--- src/rtl/bt_pkg.sv ---
// Shared definitions for the Bluetooth UART receiver: FSM state encoding
// and the clocks-per-bit derivation.
package bt_pkg;

  localparam logic [2:0] IDLE      = 3'd0;
  localparam logic [2:0] START     = 3'd1;
  localparam logic [2:0] DATA      = 3'd2;
  localparam logic [2:0] STOP      = 3'd3;
  localparam logic [2:0] WAIT_HIGH = 3'd4;

  function automatic int bit_cycles(input int clk_hz, input int baud);
    return clk_hz / baud;
  endfunction

endpackage

--- src/rtl/bt_rx_sync.sv ---
// Two-flop synchronizer for the serial line plus the bit-decision source.
// BT_RX_MAJORITY_EN: rx_vote is the 2-of-3 majority of the last three rx_s values.
module bt_rx_sync (
  input  logic clk,
  input  logic rst_n,
  input  logic rx,
  output logic rx_s,
  output logic rx_vote
);

  logic sync_q;

  // Both stages reset high so a reset never looks like a start bit.
  always_ff @(posedge clk or negedge rst_n) begin
    if (!rst_n) begin
      sync_q <= 1'b1;
      rx_s   <= 1'b1;
    end else begin
      sync_q <= rx;
      rx_s   <= sync_q;
    end
  end

`ifdef BT_RX_MAJORITY_EN
  logic rx_d1;
  logic rx_d2;

  always_ff @(posedge clk or negedge rst_n) begin
    if (!rst_n) begin
      rx_d1 <= 1'b1;
      rx_d2 <= 1'b1;
    end else begin
      rx_d1 <= rx_s;
      rx_d2 <= rx_d1;
    end
  end

  assign rx_vote = (rx_s & rx_d1) | (rx_s & rx_d2) | (rx_d1 & rx_d2);
`else
  assign rx_vote = rx_s;
`endif

endmodule

--- src/rtl/bt_uart_rx.sv ---
// 8N1 UART receiver for the Bluetooth module line: holds the last good byte,
// pulses rx_valid / frame_err. BT_RX_MAJORITY_EN selects 2-of-3 bit voting.
module bt_uart_rx #(
  parameter int CLK_HZ = 16000000,
  parameter int BAUD   = 9600
) (
  input  logic       WF_CLK,
  input  logic       WF_BUTTON,
  input  logic       rx,
  output logic [7:0] rx_data,
  output logic       rx_valid,
  output logic       frame_err,
  output logic       busy
);

  import bt_pkg::*;

  localparam int BIT_CYC = bit_cycles(CLK_HZ, BAUD);
  localparam int HALF    = BIT_CYC / 2;
  localparam int CNT_W   = $clog2(BIT_CYC);
`ifdef BT_RX_MAJORITY_EN
  localparam int START_AT = HALF;
`else
  localparam int START_AT = HALF - 1;
`endif
  localparam logic [CNT_W-1:0] CNT_START = CNT_W'(START_AT);
  localparam logic [CNT_W-1:0] CNT_BIT   = CNT_W'(BIT_CYC - 1);

  generate
    if (BIT_CYC < 4) begin : g_bad_rate
      $error("bt_uart_rx: CLK_HZ/BAUD must be at least 4");
    end
  endgenerate

  logic             rx_s;
  logic             rx_vote;
  logic [2:0]       state;
  logic [2:0]       state_nx;
  logic [CNT_W-1:0] cnt;
  logic [2:0]       idx;
  logic [7:0]       shreg;
  logic             bit_tick;
  logic             stop_ok;
  logic             stop_bad;

  bt_rx_sync u_sync (
    .clk     (WF_CLK),
    .rst_n   (WF_BUTTON),
    .rx      (rx),
    .rx_s    (rx_s),
    .rx_vote (rx_vote)
  );

  always_ff @(posedge WF_CLK or negedge WF_BUTTON) begin
    if (!WF_BUTTON) state <= IDLE;
    else            state <= state_nx;
  end

  always_comb begin
    state_nx = state;
    case (state)
      IDLE:      if (!rx_s) state_nx = START;
      START:     if (cnt == CNT_START) state_nx = rx_vote ? IDLE : DATA;
      DATA:      if (cnt == CNT_BIT && idx == 3'd7) state_nx = STOP;
      STOP:      if (cnt == CNT_BIT) state_nx = rx_vote ? IDLE : WAIT_HIGH;
      WAIT_HIGH: if (rx_s) state_nx = IDLE;
      default:   state_nx = IDLE;
    endcase
  end

  always_comb begin
    busy     = (state != IDLE);
    bit_tick = (state == DATA) && (cnt == CNT_BIT);
    stop_ok  = (state == STOP) && (cnt == CNT_BIT) && rx_vote;
    stop_bad = (state == STOP) && (cnt == CNT_BIT) && !rx_vote;
  end

  // cnt restarts on every state change and every data-bit sample, so each
  // sample lands one full bit period after the previous one.
  always_ff @(posedge WF_CLK or negedge WF_BUTTON) begin
    if (!WF_BUTTON) begin
      cnt       <= '0;
      idx       <= 3'd0;
      shreg     <= 8'h00;
      rx_data   <= 8'h00;
      rx_valid  <= 1'b0;
      frame_err <= 1'b0;
    end else begin
      rx_valid  <= stop_ok;
      frame_err <= stop_bad;
      if (stop_ok) rx_data <= shreg;
      if (state_nx != state || bit_tick || state == IDLE || state == WAIT_HIGH)
        cnt <= '0;
      else
        cnt <= cnt + CNT_W'(1);
      if (state == START)  idx <= 3'd0;
      else if (bit_tick)   idx <= idx + 3'd1;
      if (bit_tick) shreg <= {rx_vote, shreg[7:1]};
    end
  end

endmodule

--- config.mk ---
export PLATFORM = sky130hd
export DESIGN_NAME = bt_uart_rx
export DESIGN_NICKNAME = d
export VERILOG_FILES = /design/src/rtl/bt_pkg.sv /design/src/rtl/bt_rx_sync.sv /design/src/rtl/bt_uart_rx.sv
export SDC_FILE = /design/constraint.sdc
export NUM_CORES = 1
export LEC_CHECK = 0
export ABC_AREA = 0
export CORE_ASPECT_RATIO = 1.25
export CORE_MARGIN = 4
export CORE_UTILIZATION = 45
export DETAILED_ROUTE_END_ITERATION = 12
export GPL_ROUTABILITY_DRIVEN = 1
export HOLD_SLACK_MARGIN = 0.1
export PLACE_DENSITY = 0.68
export RECOVER_POWER = 100
export SLEW_MARGIN = 10
export SYNTH_ARGS = -nofsm -noshare
export SYNTH_HDL_FRONTEND = slang
export SYNTH_HIERARCHICAL = 1
export SYNTH_SLANG_ARGS = --single-unit
--- constraint.sdc ---
create_clock -name WF_CLK -period 2.4 [get_ports WF_CLK]
set_clock_uncertainty 0.15 [all_clocks]
set_input_delay 0.48 -clock WF_CLK [delete_from_list [all_inputs] [get_ports WF_CLK]]
set_output_delay 0.48 -clock WF_CLK [all_outputs]
set_load 0.01 [all_outputs]
Yosys cells after proc, flatten, opt, wreduce, memory -nomap -nowiden
Index checks and enable logic that the tools add are counted.
{"block": "totals", "regBits": 37, "in_bits": 3, "output_inout_bits": 11, "wordCells": 42}
{"block": "op_classes", "addsub": 2, "eq_ne": 8, "mux": 11, "reduce_logical": 12}
{"operator": "$mux 3", "n": 8}
{"operator": "$pmux 3 s5", "n": 1}
{"operator": "$add 11x1->11 const B", "n": 1}
{"operator": "$eq 11x10->1 const B", "n": 1}
{"operator": "$eq 11x11->1 const B", "n": 1}
{"operator": "$mux 11", "n": 1}
{"operator": "$eq 3x2->1 const B", "n": 2}
{"operator": "$eq 3x3->1 const B", "n": 2}
{"operator": "$logic_and 1x1->1", "n": 5}
{"operator": "$add 3x1->3 const B", "n": 1}
{"operator": "$eq 3x1->1 const B", "n": 1}
{"operator": "$logic_not 3->1", "n": 1}
{"operator": "$logic_or 1x1->1", "n": 3}
{"operator": "$ne 3x3->1", "n": 1}
{"operator": "$reduce_bool 3->1", "n": 1}
{"operator": "$mux 2", "n": 1}
{"operator": "$reduce_bool 2->1", "n": 1}
{"operator": "$logic_not 1->1", "n": 1}

Longest topological paths before layout
Gate-level depths: netlist of run 1.
{"block": "depth", "ltp_word": 9, "ltp_mapped": 9, "mapped_depth_nobuf": 7}

By module
Netlist of run 1, hierarchy kept.
{"mod": "bt_uart_rx", "n_inst": 1, "cells_per_inst": 144, "area_each_um2": 1664.1, "seq_area_each_um2": 875.8}
{"mod": "bt_rx_sync", "n_inst": 1, "cells_per_inst": 3, "area_each_um2": 60.1, "seq_area_each_um2": 52.6}

Worst setup path before layout of run 1
OpenSTA, ideal clock, no wires.
{"block": "synth_timing", "path_kind": "flip-flop to flip-flop", "start": "reg cnt[2]", "end": "reg shreg[0]", "setup_time_ns": 0.125, "arrival_time_ns": 2.286, "t_required_ns": 2.125, "slack_ns": -0.161, "stages_incl_launch_ff": 7, "n_path_buf": 2, "period_less_slack_ns": 2.561, "cell_sequence": "dfrtp_1 > or4_4 > or4_4 > buf_6 > or3_1 > buf_6 > mux2_4"}
{"block": "synth_between", "elab_chain_cells": 2}
{"item": "start: declaration", "line_no": "bt_uart_rx.sv:39", "source": "logic [CNT_W-1:0] cnt;"}
{"item": "start signal: assignment", "line_no": "bt_uart_rx.sv:95", "source": "cnt <= cnt + CNT_W'(1);"}
{"item": "$eq 11x11->1", "line_no": "bt_uart_rx.sv:73", "source": "bit_tick = (state == DATA) && (cnt == CNT_BIT);"}
{"item": "$logic_and 1x1->1", "line_no": "bt_uart_rx.sv:73"}
{"item": "end signal: assignment", "line_no": "bt_uart_rx.sv:98", "source": "if (bit_tick) shreg <= {rx_vote, shreg[7:1]};"}
{"item": "end: declaration", "line_no": "bt_uart_rx.sv:41", "source": "logic [7:0] shreg;"}
No other way between the ends.
A chain may end at the register's enable or synchronous reset.

Worst setup path after layout of run 1
{"block": "layout_timing", "start": "reg cnt[5]", "end": "reg shreg[4]"}
Same word-level chain as after synthesis.

==> impl_results.md, run 1 <==
- Status: finished with violations
- Failing checks: negative setup slack
- Post-CTS Hold Fix Bufs: 0
- DR pass1 iterations: 4
- Max Fclk: approximately 410 MHz
- Internal power: around 0.94 mW
- Root Buffer: clkbuf_8
- Iter 0 DRT Violations: 69
- Clk Latency, worst-skew pair: ~290 ps
- Sw Share: between 20 and 25%
- Vias: roughly 1200
- Top cells by area, synth: dfrtp_1 (51%), mux2_4 (7.0%), mux2_2 (5.2%)
- Syn_nets: around 160
- Number of global-route vias before repair: about 1200
- Multi-input gate area: between 700 and 800 um2
- Nets@finish: ~190
- Proportion of layout cells with a drive suffix above 1: between 20% and 30%
- Min Hold Slack: between 200 and 250 ps
- Fin crit share: 101%
- Largest net degree at the start of global routing: 38
- P&R area growth vs syn: 22.4%
- Routed WL: between 3000 and 4000 um
- WL/cell: roughly 14 um
- Clock Tree Buf Depth: 2
- Total track usage: between 10% and 20%
- Relative slew slack: around two fifths
- Drc violations: 0
- Largest area contributor in the netlist: dfrtp_1
- Final Instance Area: between 0.002 and 0.0025 mm2
- Grt ovf: 0
- Synth Warn #: 6
- Critical path launch point type: register
- Hold crit path type: reg2reg
- Num CTS Buffers: 5
- Antenna violations before repair: 0
- Slew @ Worst Pin: roughly 880 ps
- Leak pwr: 1.02 nW
- Sequential share of the synthesized area: 53.8%
- Clock Power Share: around 45%
- Post-DRT Antenna Nets: 0
- Share of total power in sequential cells: between 50% and 60%
- Die width: 63.4 um
- Mapped Cells: 147
- Min setup slack post-route: -12.0 ps
- Register area: about 930 um2
- Setup crit end kind: register
- Syn avg cell area: between 10 and 15 um2
- Yosys top cell area share: 50.8%
- Tot Pwr: 1.18 mW
- Pwr dens: roughly 560 mW/mm2
- Vias per inst: around 5.4
- Critical-path maximum fanout: 9
- First-pass GRT wire length: between 5000 and 6000 um
- Max-cap violation count: 0
- Num rows: 24
- N_diodes: 0
- Most frequent cells in the layout: dfrtp_1 (35), nor2_1 (18), dlygate4sd3_1 (12), buf_4 (12)
- Clock transition at path regs: roughly 80 ps
- Psw: roughly 0.24 mW
- Hpwl dp: ~2300 um
- CTS HTree Levels: 2
- Utilization after layout: about three fifths
- Post-Layout Cell Count: 218
- WP data required: 2430 ps
- Netlist cell types: 35
- Io pins: 14
- Final setup fails: 8
- Post-placement cell count: about 210
- Unrepaired setup endpoints after global routing: true
- Crit path DAT: ~2400 ps
- Maximum vdd ir drop: roughly 370 uV
- Cell area after synthesis: 0.00172 mm2
- Port bufs: 13
- Die area: between 0.004 and 0.005 mm2
- Core ar.: about 0.0036 mm2
- Starting density of the core: between 40% and 50%
- CTS sink cnt: 37
- TNS Setup: -57.3 ps
- Flop and latch count out of synthesis: 37
- Critical path class: reg2reg
- CTS tree: done
- Commonest non-fill, non-tap cell in the layout: dfrtp_1
- Fillcell total: just over 300
- Combinational Power Share: around 1.5%
- GP Congestion: ~0.94
- Slew Limit Fails: 0
- Placed instance area: between 0.0015 and 0.002 mm2
- Place WS: -22.0 ps
- Final hold violation count: 0
- Die Y: approximately 77 um
- Tmin final: 2410 ps
## sequential cells by signal, indices dropped and copies added, names as in the netlist
| name | count |
|---|---|
| frame_err | 1 |
| state | 3 |
| u_sync/sync_q | 1 |
| u_sync/rx_s | 1 |
| rx_valid | 1 |
| cnt | 11 |
| rx_data | 8 |
| shreg | 8 |
| idx | 3 |
## cells in the mapped netlist (all sizes together)
master,instances
a21oi,3
a22oi,2
a31o,1
a31oi,1
and3,1
buf,3
clkbuf,2
dfrtp,35
dfstp,2
ha,5
inv,5
mux2,16
nand2,7
nand3,7
nand3b,1
nand4,2
nand4b,1
nor2,19
nor2b,1
nor3,2
nor4,3
o21ai,6
o221ai,1
o22ai,1
or2,1
or2b,1
or3,6
or3b,1
or4,2
xnor2,3
xor2,6
## logic make-up after synthesis
kind of cell | synth area share (%)
AND/OR/NAND/NOR | 16.7
XOR/XNOR | 4.57
buffers and inverters | 3.85
flip-flops | 53.8
adder cells (fa/ha/maj) | 3.63
multiplexers | 12.2
AO/OA/AOI/OAI | 5.23
## power groups by stage
| stage | Combinational, mW | Sequential [mW] | Clock [mW] |
|---|---|---|---|
| CTS | 0.0200 | 0.628 | 0.545 |
| global route | 0.0211 | 0.628 | 0.575 |
| finish | 0.0178 | 0.628 | 0.532 |
| detailed placement | 0.0197 | 0.640 | 0 |
| global placement | 0.0191 | 0.640 | 0 |
| floorplan | 0.00389 | 0.639 | 0 |
## area by class of cell
cell class | count | share of cell area [%]
tap | 39 | 2.31
multi-input combinational | 100 | 34.8
sequential | 37 | 44.0
inverter | 5 | 0.890
timing repair buffer | 29 | 12.5
clock buffer | 5 | 3.26
clock inverter | 3 | 2.19
## layer usage
| layer | up-vias | track usage (%) | part of all wire [%] |
|---|---|---|---|
| li1 | 574 | - | - |
| met1 | 580 | 16.2 | 43 |
| met2 | 24 | 23.5 | 52 |
| met3 | 4 | 3.95 | 3.9 |
| met4 | 0 | 6.05 | 0.86 |
| met5 | - | 0 | 0 |
## repair_timing
action	4_1_cts	5_1_grt
buffers inserted	0	1
gates resized for setup	2	1
setup endpoints to repair	10	21
## path summary, 6_finish.rpt
path / slack (ps) / from / cells past startpoint / to
worst max-delay path: -10 / cnt[5] / 5 / shreg[4]
worst min-delay path: 210 / u_sync/sync_q / 0 / u_sync/rx_s
worst max register to register: -10 / cnt[5] / 5 / shreg[4]
worst min register to register: 210 / u_sync/sync_q / 0 / u_sync/rx_s
max in group asynchronous: 870 / WF_BUTTON / 2 / rx_data[6]
min in group asynchronous: 690 / WF_BUTTON / 2 / idx[2]
## worst max-delay path: stages, from the launching register on
cell and delay (ps):
dfrtp_1 390, or4_4 540, or4_4 430, or3_1 330, buf_6 160, mux2_4 300
(Power assumes the default switching activity.)
==> run 2: changes to the inputs <==
--- a/config.mk
+++ b/config.mk
@@ -13,7 +13,7 @@
 export GPL_ROUTABILITY_DRIVEN = 1
 export HOLD_SLACK_MARGIN = 0.1
 export PLACE_DENSITY = 0.68
-export RECOVER_POWER = 100
+export RECOVER_POWER = 25
 export SLEW_MARGIN = 10
 export SYNTH_ARGS = -nofsm -noshare
 export SYNTH_HDL_FRONTEND = slang
==> run 2 against run 1 <==
The run still ends with negative setup slack left. Sequential cell count unchanged. Worst setup slack hardly changed. Final area up 0.30%. Via count is 0.17% higher. Highest routed layer unchanged. Hold slack is the same. Die area did not move. Combinational power is essentially flat. Core utilization increased by 0.17 points. Largest power group unchanged. Routed wire length hardly changed. Total power hardly changed. Clock power about the same.
==> impl_results.md, run 2 (synthesis gave the netlist of run 1 again) <==
- Commonest non-fill, non-tap cell in the layout: dfrtp_1
- Port bufs: 13 (unchanged)
- CP Buf/Inv Count: 1 (unchanged)
- GP Congestion: 0.937 (unchanged)
- Slew @ Worst Pin: 886 ps (+1.19 ps)
- Io pins: 14 (unchanged)
- Max reg flops: 11 (unchanged)
- P&R area growth vs syn: 22.7%
- Tmin final: 2410 ps (+0.422 ps)
- Drc violations: 0 (unchanged)
- Starting density of the core: 47.8% (unchanged)
- Status: finished with violations
- Clk Latency, worst-skew pair: 290 ps (about the same)
- Clock Tree Buf Depth: 2 (unchanged)
- Post-DRT Antenna Nets: 0 (unchanged)
- Pwr dens: 557 mW/mm2 (-0.29%)
- Die Y: 77.2 um (unchanged)
- Setup crit end kind: register
- Proportion of layout cells with a drive suffix above 1: 27.4% (+0.56 points)
- Largest net degree at the start of global routing: 38 (unchanged)
- Vias: 1184 (+0.17%)
- Num rows: 24 (unchanged)
- WP data required: 2430 ps (about the same)
- Hpwl dp: 2300 um (unchanged)
- Cell breakdown of the critical path: or4_4 -> or4_4 -> or3_1 -> buf_6 -> mux2_4
- Final hold violation count: 0 (unchanged)
- CTS tree: done
- Final setup fails: 8 (unchanged)
- Die width: 63.4 um (unchanged)
- Slew Limit Fails: 0 (unchanged)
- Biggest registers after layout: cnt x11, rx_data x8, shreg x8
- GR Layer Usage met2: 23.5% (unchanged)
- Fin crit share: 101% (about the same)
- Antenna violations before repair: 0 (unchanged)
- Utilization after layout: 58.7% (+0.17 points)
- Biggest register: cnt
- Leak pwr: 0.983 nW (-3.5%)
- Max Fclk: 415 MHz (about the same)
- CTS HTree Levels: 2 (unchanged)
- Die area: 0.00489 mm2 (unchanged)
- Maximum vdd ir drop: 368 uV (about the same)
- Vias per inst: 5.43 (+0.17%)
- Failing checks: negative setup slack
- Min Hold Slack: 206 ps (unchanged)
- CTS sink cnt: 37 (unchanged)
- Hold crit path type: reg2reg
- Top Usage Layer GRT: met2
- WL/cell: 14.5 um (about the same)
- Core ar.: 0.00360 mm2 (unchanged)
- Slowest CP cell: or4_4
- DR pass1 iterations: 4 (unchanged)
- Min setup slack post-route: -12.5 ps (-0.422 ps)
- Relative slew slack: 40.9% (-0.080 points)
- Unrepaired setup endpoints after global routing: true
- Clock transition at path regs: 80 ps (about the same)
- Top Family by Delay on Critical Path: simple AND/OR/NAND/NOR gates
- Critical path launch point type: register
- Routed WL: 3160 um (about the same)
- Number of global-route vias before repair: 1230 (unchanged)
- Crit path DAT: 2440 ps (about the same)
- Post-CTS Hold Fix Bufs: 0 (unchanged)
- Grt ovf: 0 (unchanged)
- GR Layer Usage met3: 3.95% (unchanged)
- N_diodes: 0 (unchanged)
- Nets@finish: 186 (unchanged)
- Met1 Usage GRT: 16.2% (unchanged)
- Max-cap violation count: 0 (unchanged)
- CP dominant cell by count: or4_4
- Most frequent cells in the layout: dfrtp_1 (35), nor2_1 (18), buf_4 (13), clkdlybuf4s50_1 (11)
- First-pass GRT wire length: 5360 um (unchanged)
- Critical-path maximum fanout: 9 (unchanged)
- Iter 0 DRT Violations: 69 (unchanged)
- Num CTS Buffers: 5 (unchanged)
- Max incr delay on CP: 540 ps (about the same)
- Root Buffer: clkbuf_8
- Critical path class: reg2reg
- Total track usage: 13.9% (unchanged)
==> run 2: path summary, 6_finish.rpt <==
check	start	endpoint	slack (ps)	cells after the start
worst max register to register	cnt[5]	shreg[4]	-10	5
min in group asynchronous	WF_BUTTON	idx[2]	690	2
worst min-delay path	u_sync/sync_q	u_sync/rx_s	210	0
max in group asynchronous	WF_BUTTON	rx_data[6]	860	2
worst min register to register	u_sync/sync_q	u_sync/rx_s	210	0
worst max-delay path	cnt[5]	shreg[4]	-10	5
==> run 2: repair_timing <==
action | 4_1_cts | 5_1_grt
pin swaps | 0 | 0
setup buffers | 0 | 1
setup endpoints to repair | 10 | 21
gates resized for setup | 2 | 1
gates cloned | 0 | 0
==> run 2: per-layer routing <==
metal / vias to the layer above / routed length [um]
li1: 573 / -
met1: 583 / 1350
met2: 24 / 1630
met3: 4 / 138
met4: 0 / 27
met5: - / 0
==> run 2: per-stage QoR <==
stage | setup WS (ps) | setup TNS, ps | total power [mW] | cell area (um2) | std cells
after global routing | -69.0 | -637 | 1.22 | 2120 | 218
after detailed placement | -22.0 | -111 | 0.660 | 1980 | 209
after CTS | -8.78 | -27.1 | 1.19 | 2100 | 217
after global placement | 11.6 | 0 | 0.659 | 1980 | 209
final | -12.5 | -60.1 | 1.18 | 2120 | 218
after floorplan | -135 | -1200 | 0.643 | 1720 | 147
==> run 2: cell type report <==
cell class	instances	area [um2]
inverter	5	18.8
fill	304	1490
tap	39	48.8
clock inverter	3	46.3
sequential	37	928
multi-input combinational	100	741
clock buffer	5	68.8
timing repair buffer	29	264
==> run 2: report_power, final <==
group	switching, mW	internal [mW]	leakage, nW
registers	0.00152	0.626	0.495
logic	0.0141	0.00386	0.433
clock network	0.221	0.311	0.0543
total	0.237	0.941	0.983
